`src/rtl/upcounter_pkg.sv`:
```
// Shared types and defaults for the up-counter run/stop/clear controller.
// Code 2'd3 has no name and is handled as STOP by the controller's case default.
package upcounter_pkg;

  typedef enum logic [1:0] {
    ST_STOP  = 2'd0,
    ST_RUN   = 2'd1,
    ST_CLEAR = 2'd2
  } state_t;

  localparam int DEFAULT_CLK_DIV   = 10_000_000;
  localparam int DEFAULT_DB_CYCLES = 1_000_000;

  // Counter width that can hold 0..n-1, never narrower than one bit.
  function automatic int cnt_width(input int n);
    return (n > 1) ? $clog2(n) : 1;
  endfunction

endpackage

```
`src/rtl/button_debounce.sv`:
```
// Raw push-button conditioning: 2-FF synchronizer, stability counter, and a
// single-cycle pulse on each accepted press (release produces nothing).
module button_debounce
  import upcounter_pkg::*;
#(
  parameter int DB_CYCLES = DEFAULT_DB_CYCLES
) (
  input  logic i_clk,
  input  logic i_reset,
  input  logic i_btn,
  output logic o_press
);

  localparam int CW = cnt_width(DB_CYCLES);
  localparam logic [CW-1:0] CNT_LAST = CW'(DB_CYCLES - 1);

  logic          sync_1;
  logic          sync_2;
  logic          level;
  logic          level_d;
  logic [CW-1:0] db_cnt;

  always_ff @(posedge i_clk or posedge i_reset) begin
    if (i_reset) begin
      sync_1 <= 1'b0;
      sync_2 <= 1'b0;
    end else begin
      sync_1 <= i_btn;
      sync_2 <= sync_1;
    end
  end

  // The level only moves after DB_CYCLES consecutive disagreeing samples.
  always_ff @(posedge i_clk or posedge i_reset) begin
    if (i_reset) begin
      level  <= 1'b0;
      db_cnt <= '0;
    end else if (sync_2 == level) begin
      db_cnt <= '0;
    end else if (db_cnt == CNT_LAST) begin
      level  <= sync_2;
      db_cnt <= '0;
    end else begin
      db_cnt <= db_cnt + 1'b1;
    end
  end

  always_ff @(posedge i_clk or posedge i_reset) begin
    if (i_reset) begin
      level_d <= 1'b0;
      o_press <= 1'b0;
    end else begin
      level_d <= level;
      o_press <= level & ~level_d;
    end
  end

endmodule

```
`src/rtl/upcounter_ctrl.sv`:
```
// Run/stop/clear controller: debounced buttons drive a three-state FSM, and a
// prescaler turns RUN time into single-cycle count-enable ticks on i_clk.
module upcounter_ctrl
  import upcounter_pkg::*;
#(
  parameter int CLK_DIV   = DEFAULT_CLK_DIV,
  parameter int DB_CYCLES = DEFAULT_DB_CYCLES
) (
  input  logic i_clk,
  input  logic i_reset,
  input  logic i_btn_run,
  input  logic i_btn_clear,
  output logic o_tick,
  output logic o_clear,
  output logic o_run
);

  localparam int PW = $clog2(CLK_DIV);
  localparam logic [PW-1:0] PRESC_LAST = PW'(CLK_DIV - 1);

  state_t        state;
  state_t        state_next;
  logic [PW-1:0] presc;
  logic [PW-1:0] presc_next;
  logic          run_press;
  logic          clear_press;

  button_debounce #(.DB_CYCLES(DB_CYCLES)) u_db_run (
    .i_clk   (i_clk),
    .i_reset (i_reset),
    .i_btn   (i_btn_run),
    .o_press (run_press)
  );

  button_debounce #(.DB_CYCLES(DB_CYCLES)) u_db_clear (
    .i_clk   (i_clk),
    .i_reset (i_reset),
    .i_btn   (i_btn_clear),
    .o_press (clear_press)
  );

  always_ff @(posedge i_clk or posedge i_reset) begin
    if (i_reset) begin
      state <= ST_STOP;
      presc <= '0;
    end else begin
      state <= state_next;
      presc <= presc_next;
    end
  end

  // Clear takes priority over run; the CLEAR cycle ignores both buttons.
  // STOP holds the prescaler so a resume keeps the tick phase.
  always_comb begin
    state_next = state;
    presc_next = presc;
    case (state)
      ST_RUN: begin
        presc_next = (presc == PRESC_LAST) ? '0 : presc + 1'b1;
        if (clear_press)    state_next = ST_CLEAR;
        else if (run_press) state_next = ST_STOP;
      end
      ST_CLEAR: begin
        presc_next = '0;
        state_next = ST_STOP;
      end
      default: begin
        if (clear_press)    state_next = ST_CLEAR;
        else if (run_press) state_next = ST_RUN;
        else                state_next = ST_STOP;
      end
    endcase
  end

  assign o_run   = (state == ST_RUN);
  assign o_clear = (state == ST_CLEAR);
  assign o_tick  = (state == ST_RUN) && (presc == PRESC_LAST);

endmodule

```
`config.mk`:
```
export PLATFORM = sky130hd
export DESIGN_NAME = upcounter_ctrl
export DESIGN_NICKNAME = d
export VERILOG_FILES = /design/src/rtl/upcounter_pkg.sv /design/src/rtl/button_debounce.sv /design/src/rtl/upcounter_ctrl.sv
export SDC_FILE = /design/constraint.sdc
export NUM_CORES = 1
export LEC_CHECK = 0
export BUFFER_PORTS_ARGS = -buffer_cell sky130_fd_sc_hd__buf_2
export CAP_MARGIN = 20
export CORE_MARGIN = 2
export CORE_UTILIZATION = 50
export DETAILED_ROUTE_END_ITERATION = 6
export PLACE_DENSITY_LB_ADDON = 0.05
export SYNTH_ARGS = -nofsm -noshare
export SYNTH_HDL_FRONTEND = slang
export SYNTH_SLANG_ARGS = --single-unit
export TNS_END_PERCENT = 30
```
`constraint.sdc`:
```
create_clock -name i_clk -period 4.6 [get_ports i_clk]
set_input_delay 0.46 -clock i_clk [delete_from_list [all_inputs] [get_ports i_clk]]
set_output_delay 0.46 -clock i_clk [all_outputs]
set_load 0.005 [all_outputs]
```
==> impl_metrics.env, run 1 <==
export IMPL_areaGrowthSynthToFinish_pct=10.58
export IMPL_worst_pin_slew_ps=779.0
export IMPL_place_congestion=0.7589
export IMPL_final_min_clock_period_ps=2592
export IMPL_start_util_pct=50.68
export IMPL_wl_met1_um=3222
export IMPL_grt_usage_pct=19.06
export IMPL_cts_hold_buf=0
export IMPL_grt_max_degree=43
export IMPL_setup_viol=0
export IMPL_crit_arrival_ps=2130
export IMPL_timing_fmax_mhz=385.9
export IMPL_yosys_area_share_adder_pct=1.730
export IMPL_ir_drop_uv=167.5
export IMPL_place_ws_ps=1797
export IMPL_remaining_drc_errors=0
export IMPL_final_period_utilization_pct=56.34
export IMPL_status="finished clean"
export IMPL_rsz0062_at_grt="no"
export IMPL_crit_path_end_kind="output port"
export IMPL_wire_per_inst_um=13.52
export IMPL_routed_wl_um=6437
export IMPL_cts_htree_levels=3
export IMPL_required_ps=4140
export IMPL_clk_path_buf_depth=2
export IMPL_io_pins=7
export IMPL_root_buffer="clkbuf_8"
export IMPL_clock_sinks=76
export IMPL_wl_met3_um=167
export IMPL_die_h_um=89.06
export IMPL_clock_power_share_pct=48.7
export IMPL_ys_ff_latch=76
export IMPL_rows=31
export IMPL_p_per_area_mw_per_mm2=344.7
export IMPL_wl_met2_um=2968
export IMPL_synth_top_area_cell="dfrtp_1"
export IMPL_synthFlopType="dfrtp_1"
export IMPL_finalHoldViolations=0
export IMPL_maxSlewViolCount=0
export IMPL_fp_dieArea_mm2=0.007931
export IMPL_die_width_um=89.06
export IMPL_dr_pass1_iters=4
export IMPL_cp_start_kind="flip-flop"
export IMPL_synth_area_per_cell_um2=9.937
export IMPL_grt_ovfl_total=0
export IMPL_synth_compound_area_share_pct=3.632
export IMPL_yosys_area_share_simple_pct=26.63
export IMPL_synth_mux_area_share_pct=0.9339
export IMPL_drt_iter0_drc=84
export IMPL_grt_first_pass_wirelength_um=11650
export IMPL_clk_pin_slew_ps=80
export IMPL_dpl_cell_area_mm2=0.003724
export IMPL_fillCellCount=668
export IMPL_synth_area_mm2=0.003617
export IMPL_final_net_count=382
export IMPL_fin_area_mm2=0.004000
export IMPL_io_buffers=6
export IMPL_post_cts_buffers=0
export IMPL_antenna_found_initial=0
export IMPL_core_mm2=0.007137
export IMPL_cts_tree="yes"
export IMPL_dr_max_layer_used="met4"
export IMPL_yosys_top_cells_area="dfrtp_1 53%, xor2_1 8.2%, nor2_1 6.8%, xnor2_1 3.9%, nand3_1 3.7%"
export IMPL_p_seq_share_pct=49.2
export IMPL_r2r_slack_ps=2310
export IMPL_utilization_pct=56.05
export IMPL_ant_nets=0
export IMPL_synth_nets=373
export IMPL_vias_per_cell=5.296
export IMPL_synthArstFlopShare_pct=100.0
export IMPL_cts_resized_gates=0
export IMPL_ys_warn_count=0
export IMPL_finalClockSkew_ps=9.191
export IMPL_clk_latency_ps=340
export IMPL_path_max_fanout=6
export IMPL_most_common_layout_cells="76 x dfrtp_1, 66 x nor2_1, 34 x xor2_1, 31 x nand2_1, 27 x nand3_1"
export IMPL_synth_edff_count=0
export IMPL_first_global_vias=2506
export IMPL_final_common_cell="dfrtp_1"
export IMPL_min_path_type="in -> async"
export IMPL_fin_setup_tns_ps=0
export IMPL_vias=2521
export IMPL_p_leak_nw=1.815
export IMPL_p_sw_share_pct=18.61
export IMPL_synth_seq_area_share_pct=52.58
export IMPL_p_comb_share_pct=2.0
export IMPL_yosysUniqueCellTypes=39
export IMPL_p_sw_w=0.0002566
export IMPL_path_class="reg -> out"
export IMPL_synth_xor_area_share_pct=12.11
export IMPL_reg2reg_from="presc[8]"
export IMPL_yosysTopAreaCellShare_pct=52.58
export IMPL_antennaDiodeCount=0
export IMPL_synth_top_family_by_area="simple AND/OR/NAND/NOR gates"
export IMPL_worstReg2RegEnd="presc[19]"
export IMPL_synth_cells=364
export IMPL_place_hpwl_um=4340
export IMPL_drive_above_1_share_pct=8.223
export IMPL_maxCapViolCount=0
export IMPL_slew_headroom_pct=48.07
export IMPL_holdWs_ps=159.7
export IMPL_layout_setup_ws_ps=2008
export IMPL_r2r_cells=5
export IMPL_cts_buffers=9
export IMPL_power_internal_w=0.001122
-- flip-flops by register name, indices dropped and copies added (netlist names) --
| name | flops |
|---|---|
| presc | 24 |
| u_db_clear.o_press | 1 |
| u_db_clear.sync_2 | 1 |
| u_db_run.o_press | 1 |
| u_db_clear.sync_1 | 1 |
| u_db_run.sync_2 | 1 |
| state | 2 |
| u_db_clear.level_d | 1 |
| u_db_run.sync_1 | 1 |
| u_db_clear.db_cnt | 20 |
| u_db_run.level | 1 |
| u_db_clear.level | 1 |
| u_db_run.level_d | 1 |
| u_db_run.db_cnt | 20 |
-- Yosys cell counts (4+ instances only) --
| cell | n |
|---|---|
| xnor2_1 | 16 |
| and3_1 | 12 |
| ha_1 | 5 |
| xor2_1 | 34 |
| nor4_1 | 7 |
| nand2_1 | 31 |
| inv_1 | 8 |
| nand4_1 | 13 |
| nand3_1 | 27 |
| and4_1 | 4 |
| nor2_1 | 66 |
| dfrtp_1 | 76 |
| nor3_1 | 7 |
| clkbuf_1 | 8 |
| o21ai_0 | 11 |
-- per-stage QoR --
| step | total power, W | instances |
|---|---|---|
| 2_1_floorplan | 0.0007117 | 364 |
| 3_3_place_gp | 0.0007206 | 460 |
| 3_5_place_dp | 0.0007215 | 460 |
| 4_1_cts | 0.001399 | 475 |
| 5_1_grt | 0.001442 | 476 |
| 6_report | 0.001379 | 476 |
-- area by class of cell --
| class | instances | area [um2] | share of cell area [%] |
|---|---|---|---|
| repair buffers | 8 | 42.54 | 1.063 |
| clock inverters | 4 | 120.1 | 3.003 |
| flip-flops and latches | 76 | 1902 | 47.54 |
| multi-input cells | 270 | 1629 | 40.73 |
| well taps | 99 | 123.9 | 3.097 |
| inverters | 8 | 31.28 | 0.7820 |
| clock buffers | 11 | 151.4 | 3.785 |
-- per-layer routing --
layer,vias to the layer above,GRT usage [%]
li1,1266,-
met1,1228,25.21
met2,19,30.60
met3,8,5.540
met4,0,5.834
met5,-,0
-- critical path: stages, from the launching register on --
cell	delay (ps)
dfrtp_1	410
ha_1	220
nand3_1	210
or4_1	620
nor3_1	200
buf_2	140
-- logic make-up (layout without fill, tap and decap cells) --
| kind of cell | after synthesis | count (layout) |
|---|---|---|
| flops | 76 | 76 |
| fa+ha+maj | 5 | 5 |
| compound gates | 22 | 22 |
| buf+inv | 18 | 31 |
| simple gates | 190 | 190 |
| mux | 3 | 3 |
| xor+xnor | 50 | 50 |
-- how the worst max path moves through the flow --
| stage | start | endpoint | slack [ps] |
|---|---|---|---|
| final | presc[0] | o_tick | 2010 |
| after global routing | presc[0] | o_tick | 1780 |
| after CTS | state[0] | presc[22] | 1790 |
| after detailed placement | state[0] | presc[22] | 1800 |
| after global placement | state[0] | presc[22] | 1890 |
| after floorplan | i_reset | presc[0] | 2200 |
-- power by group through the flow --
stage | registers, W | logic, W | clock network, W
final | 0.000679 | 0.0000281 | 0.000672
after global routing | 0.000679 | 0.0000338 | 0.000728
after CTS | 0.000679 | 0.0000298 | 0.000691
after detailed placement | 0.000692 | 0.0000296 | 0
after global placement | 0.000691 | 0.0000293 | 0
after floorplan | 0.000691 | 0.0000210 | 0
(Power assumes the default switching activity.)
==> inputs of run 2 (changes only) <==
==> constraint.sdc (replaced) <==
create_clock -name i_clk -period 2.35 [get_ports i_clk]
set_input_delay 0.235 -clock i_clk [delete_from_list [all_inputs] [get_ports i_clk]]
set_output_delay 0.235 -clock i_clk [all_outputs]
set_load 0.005 [all_outputs]
==> run 2 against run 1 <==
  * Critical path depth shrank 1
  * Clock-buffer cell count grew 1
  * Die area is the same
  * Critical endpoint unchanged
  * Largest cell class unchanged
==> impl_metrics.env, run 2 (synthesis gave the netlist of run 1 again) <==
export IMPL_fin_cells=490
export IMPL_crit_arrival_ps=2030
export IMPL_grt_usage_pct=18.81
export IMPL_most_common_layout_cells="75 x dfrtp_1, 66 x nor2_1, 34 x xor2_1, 31 x nand2_1, 27 x nand3_1"
export IMPL_cts_buffers=9
export IMPL_final_net_count=395
export IMPL_p_per_area_mw_per_mm2=591.3
export IMPL_setup_viol=0
export IMPL_path_class="reg -> out"
export IMPL_cts_tree="yes"
export IMPL_areaGrowthSynthToFinish_pct=12.28
export IMPL_io_pins=7
export IMPL_slew_headroom_pct=54.16
export IMPL_first_global_vias=2485
export IMPL_grt_first_pass_wirelength_um=11500
export IMPL_antennaDiodeCount=0
export IMPL_worstSetupStartpoint="presc[8]"
export IMPL_largest_reg_flops=24
export IMPL_worstReg2RegEnd="presc[19]"
export IMPL_start_util_pct=50.68
export IMPL_status="finished clean"
export IMPL_cts_htree_levels=3
export IMPL_p_sw_share_pct=21.57
export IMPL_whs_path_depth=0
export IMPL_rsz0062_at_grt="no"
export IMPL_r2r_cells=5
export IMPL_finalHoldViolations=0
export IMPL_clk_path_buf_depth=2
export IMPL_timing_fmax_mhz=441.4
export IMPL_path_max_fanout=3
export IMPL_rows=31
export IMPL_p_sw_w=0.0005179
export IMPL_r2r_slack_ps=100
export IMPL_place_congestion=0.7634
export IMPL_p_seq_share_pct=55.3
export IMPL_power_internal_w=0.001884
export IMPL_io_buffers=6
export IMPL_worst_pin_slew_ps=681.4
export IMPL_crit_end="o_tick"
export IMPL_regMostFlops="presc"
export IMPL_die_h_um=89.06
export IMPL_worstPathCellList="or4_1 -> or4_4 -> nor3_2 -> buf_2"
export IMPL_fin_setup_tns_ps=0
export IMPL_cp_slowest_cell="or4_4"
export IMPL_drive_above_1_share_pct=11.25
export IMPL_final_min_clock_period_ps=2265
export IMPL_grt_ovfl_total=0
export IMPL_root_buffer="clkbuf_8"
export IMPL_fp_dieArea_mm2=0.007931
export IMPL_maxSlewViolCount=0
export IMPL_vias=2633
export IMPL_required_ps=2120
export IMPL_place_hpwl_um=4346
export IMPL_maxCapViolCount=0
export IMPL_dr_pass1_iters=4
export IMPL_max_stage_delay_ps=540
export IMPL_p_comb_share_pct=2.6
export IMPL_remaining_drc_errors=0
export IMPL_core_mm2=0.007137
export IMPL_placed_cells=468
export IMPL_ir_drop_uv=324.7
export IMPL_finalClockSkew_ps=12.16
export IMPL_grt_max_degree=77
export IMPL_final_common_cell="dfrtp_1"
export IMPL_vias_per_cell=5.373
export IMPL_holdWs_ps=359.3
export IMPL_crit_path_end_kind="output port"
export IMPL_ant_nets=0
export IMPL_die_width_um=89.06
export IMPL_clk_pin_slew_ps=80
export IMPL_cp_start_kind="flip-flop"
export IMPL_reg_top3="presc x24, u_db_clear.db_cnt x20, u_db_run.db_cnt x20"
export IMPL_clk_latency_ps=340
export IMPL_routed_wl_um=6684
export IMPL_reg2reg_from="presc[8]"
export IMPL_wire_per_inst_um=13.64
export IMPL_final_period_utilization_pct=96.40
export IMPL_clock_sinks=76
export IMPL_clock_power_share_pct=42.1
export IMPL_antenna_found_initial=0
export IMPL_fillCellCount=659
export IMPL_min_path_type="reg -> reg"
export IMPL_drt_iter0_drc=144
export IMPL_p_leak_nw=1.847
## run 2: cell count changes in the layout (fill, tap and decap cells not counted), sizes merged
cell / previous run / this run
buf: 8 / 18
bufinv: 4 / 1
clkbuf: 11 / 12
clkinv: 1 / 3
clkinvlp: 0 / 1
dlygate4sd3: 0 / 3
## run 2: cell type report
class | count | area [um2] | share of cell area [%]
tap | 99 | 123.9 | 3.050
sequential | 76 | 1903 | 46.86
clock inverter | 4 | 47.55 | 1.171
inverter | 8 | 31.28 | 0.7702
clock buffer | 12 | 155.1 | 3.820
multi-input combinational | 270 | 1638 | 40.33
timing repair buffer | 21 | 162.7 | 4.005
## run 2: how the worst min path moves through the flow
| stage | from | endpoint | slack (ps) |
|---|---|---|---|
| 3_5_place_dp | u_db_run.sync_1 | u_db_run.sync_2 | 350 |
| 6_report | u_db_clear.sync_1 | u_db_clear.sync_2 | 360 |
| 3_3_place_gp | u_db_clear.sync_1 | u_db_clear.sync_2 | 330 |
| 2_1_floorplan | i_btn_clear | u_db_clear.sync_1 | 270 |
| 4_1_cts | u_db_run.sync_1 | u_db_run.sync_2 | 360 |
| 5_1_grt | u_db_run.sync_1 | u_db_run.sync_2 | 370 |
## run 2: critical path, delay by kind of cell, from the launching register on
| family | cells | cell delay [ps] |
|---|---|---|
| AND/OR/NAND/NOR | 3 | 1180 |
| buffers and inverters | 1 | 130 |
| flip-flops | 1 | 390 |
## run 2: layer usage
layer / up-vias / track usage (%) / wire length [um]
met1: 1295 / 26.11 / 3295
met3: 11 / 4.617 / 186
li1: 1288 / - / -
met5: - / 0 / 0
met2: 39 / 28.77 / 3101
met4: 0 / 7.191 / 100
## run 2: power by group through the flow
| stage | registers [W] | clock network, W | logic [W] |
|---|---|---|---|
| floorplan | 0.00135 | 0 | 0.0000410 |
| global placement | 0.00135 | 0 | 0.0000615 |
| detailed placement | 0.00135 | 0 | 0.0000623 |
| CTS | 0.00133 | 0.00105 | 0.0000662 |
| global route | 0.00133 | 0.00111 | 0.0000745 |
| finish | 0.00133 | 0.00101 | 0.0000630 |
## run 2: per-stage QoR
stage / power (W) / area, um2 / utilization, % / worst slack (ps)
finish: 0.002401 / 4061 / 56.91 / 84.69
global route: 0.002511 / 4061 / 56.91 / 21.22
CTS: 0.002445 / 4053 / 56.78 / 27.00
detailed placement: 0.001416 / 3796 / 53.19 / 77.38
global placement: 0.001415 / 3796 / 53.19 / 110.1
floorplan: 0.001393 / 3617 / - / 176.7
## run 2: what timing repair did
item                                    4_1_cts  5_1_grt
hold endpoints to repair                     78        0
hold buffers                                  3        0
setup buffers                                 3        0
endpoints found under the setup margin        1        1
gates resized for setup                       1        2
==> inputs of run 3 (changes only) <==
--- a/config.mk
+++ b/config.mk
@@ -10,6 +10,7 @@
 export CORE_MARGIN = 2
 export CORE_UTILIZATION = 50
 export DETAILED_ROUTE_END_ITERATION = 6
+export MAX_ROUTING_LAYER = met4
 export PLACE_DENSITY_LB_ADDON = 0.05
 export SYNTH_ARGS = -nofsm -noshare
 export SYNTH_HDL_FRONTEND = slang
==> run 3 against run 2 <==
  * Register-to-register slack about the same
  * Clock power about the same
  * Utilization unchanged
  * Global-route usage up 0.58 points
  * Clock skew down 2.3 ps
  * Via count down 0.84%
  * Flip-flop and latch count unchanged
  * Sequential share of layout area unchanged
  * Cell area unchanged
  * Critical path type unchanged
  * Critical endpoint unchanged
==> impl_metrics.env, run 3 (synthesis gave the netlist of run 1 again) <==
export IMPL_status="finished clean"
export IMPL_worst_path_buf_inv=1
export IMPL_largest_reg_flops=24
export IMPL_worstPathCellList="or4_1 -> or4_4 -> nor3_2 -> buf_2"
export IMPL_p_per_area_mw_per_mm2=592.1
export IMPL_fillCellCount=659
export IMPL_remaining_drc_errors=0
export IMPL_path_class="reg -> out"
export IMPL_p_leak_nw=1.847
export IMPL_root_buffer="clkbuf_8"
export IMPL_crit_path_end_kind="output port"
export IMPL_io_pins=7
export IMPL_cts_buffers=9
export IMPL_antenna_found_initial=0
export IMPL_holdWs_ps=359.3
export IMPL_crit_arrival_ps=2020
export IMPL_grt_max_degree=77
export IMPL_clk_latency_ps=340
export IMPL_io_buffers=6
export IMPL_rsz0062_at_grt="no"
export IMPL_maxSlewViolCount=0
export IMPL_layout_setup_ws_ps=95.83
export IMPL_ir_drop_uv=323.5
export IMPL_final_min_clock_period_ps=2254
export IMPL_areaGrowthSynthToFinish_pct=12.28
export IMPL_cp_start_kind="flip-flop"
export IMPL_die_width_um=89.06
export IMPL_start_util_pct=50.68
export IMPL_dpl_cell_area_mm2=0.003796
export IMPL_worst_path_stages=4
export IMPL_ant_nets=0
export IMPL_drive_above_1_share_pct=11.25
export IMPL_fp_dieArea_mm2=0.007931
export IMPL_worst_pin_slew_ps=681.5
export IMPL_place_ws_ps=77.38
export IMPL_setup_viol=0
export IMPL_die_h_um=89.06
export IMPL_routed_wl_um=6697
export IMPL_min_path_type="reg -> reg"
export IMPL_slew_headroom_pct=54.15
export IMPL_place_congestion=0.7736
export IMPL_final_common_cell="dfrtp_1"
export IMPL_fin_area_mm2=0.004061
export IMPL_core_mm2=0.007137
export IMPL_utilization_pct=56.91
export IMPL_max_stage_delay_ps=540
export IMPL_grt_usage_pct=19.40
export IMPL_cts_tree="yes"
export IMPL_rows=31
export IMPL_place_hpwl_um=4346
export IMPL_reg_top3="presc x24, u_db_clear.db_cnt x20, u_db_run.db_cnt x20"
export IMPL_grt_first_pass_wirelength_um=11510
export IMPL_regMostFlops="presc"
export IMPL_clk_path_buf_depth=2
export IMPL_cp_slowest_cell="or4_4"
export IMPL_drt_iter0_drc=125
export IMPL_antennaDiodeCount=0
export IMPL_dr_pass1_iters=4
export IMPL_whs_path_depth=0
export IMPL_fin_setup_tns_ps=0
export IMPL_vias=2611
export IMPL_clock_sinks=76
export IMPL_path_max_fanout=3
export IMPL_cts_htree_levels=3
export IMPL_required_ps=2120
export IMPL_most_common_layout_cells="75 x dfrtp_1, 66 x nor2_1, 34 x xor2_1, 31 x nand2_1, 27 x nand3_1"
export IMPL_final_period_utilization_pct=95.92
export IMPL_wire_per_inst_um=13.67
export IMPL_maxCapViolCount=0
export IMPL_crit_family="simple AND/OR/NAND/NOR gates"
export IMPL_finalHoldViolations=0
export IMPL_first_global_vias=2488
export IMPL_finalClockSkew_ps=9.880
export IMPL_final_net_count=395
export IMPL_vias_per_cell=5.329
export IMPL_grt_ovfl_total=0
export IMPL_timing_fmax_mhz=443.6
export IMPL_r2r_cells=5
export IMPL_clk_pin_slew_ps=80
==> run 3: cell counts in the layout (fill, tap and decap cells not counted) <==
No cell type changed its count.
==> run 3: layer usage <==
| layer | global-route usage, % | up-vias | part of all wire, % |
|---|---|---|---|
| met1 | 25.93 | 1285 | 50 |
| li1 | - | 1288 | - |
| met3 | 4.617 | 4 | 2.4 |
| met4 | 7.191 | 0 | 0.91 |
| met5 | - | - | 0 |
| met2 | 28.97 | 34 | 46 |
==> run 3: per-stage QoR <==
stage          power, W  std cells
2_1_floorplan  0.001393        364
3_3_place_gp   0.001415        468
3_5_place_dp   0.001416        468
4_1_cts        0.002445        490
5_1_grt        0.002511        490
6_report       0.002405        490
==> run 3: layout make-up <==
class,count,area [um2],area share (%)
well taps,99,123.9,3.050
repair buffers,21,162.7,4.005
clock inverters,4,47.55,1.171
clock buffers,12,155.1,3.820
flip-flops and latches,76,1903,46.86
multi-input cells,270,1638,40.33
inverters,8,31.28,0.7702
==> run 3: final timing paths <==
kind                                   start                    end  slack, ps
max                                presc[21]                 o_tick        100
min                        u_db_clear.sync_1      u_db_clear.sync_2        360
max reg2reg                        presc[21]              presc[19]        110
min reg2reg                u_db_clear.sync_1      u_db_clear.sync_2        360
max in group asynchronous            i_reset    u_db_run.db_cnt[17]       1510
min in group asynchronous            i_reset  u_db_clear.db_cnt[17]        510
==> run 3: repair_timing <==
item	in CTS	in global routing
hold buffers	3	0
gates cloned	0	0
setup endpoints to repair	1	1
buffers inserted	3	0
hold endpoints to repair	78	0
gates resized for setup	1	2
==> run 3: worst reg2reg max path: stages, from the launching register on <==
cell	delay, ps
dfrtp_1	400
or4_1	510
or4_4	540
o21ba_1	360
nor2_8	250
nor2_1	80
==> run 3: report_power, final <==
part	leakage [nW]	total, W	switching (W)	internal, W
sequential	1.05	0.00133	0.00000940	0.00132
clock	0.102	0.00101	0.000468	0.000546
combinational	0.699	0.0000631	0.0000439	0.0000192
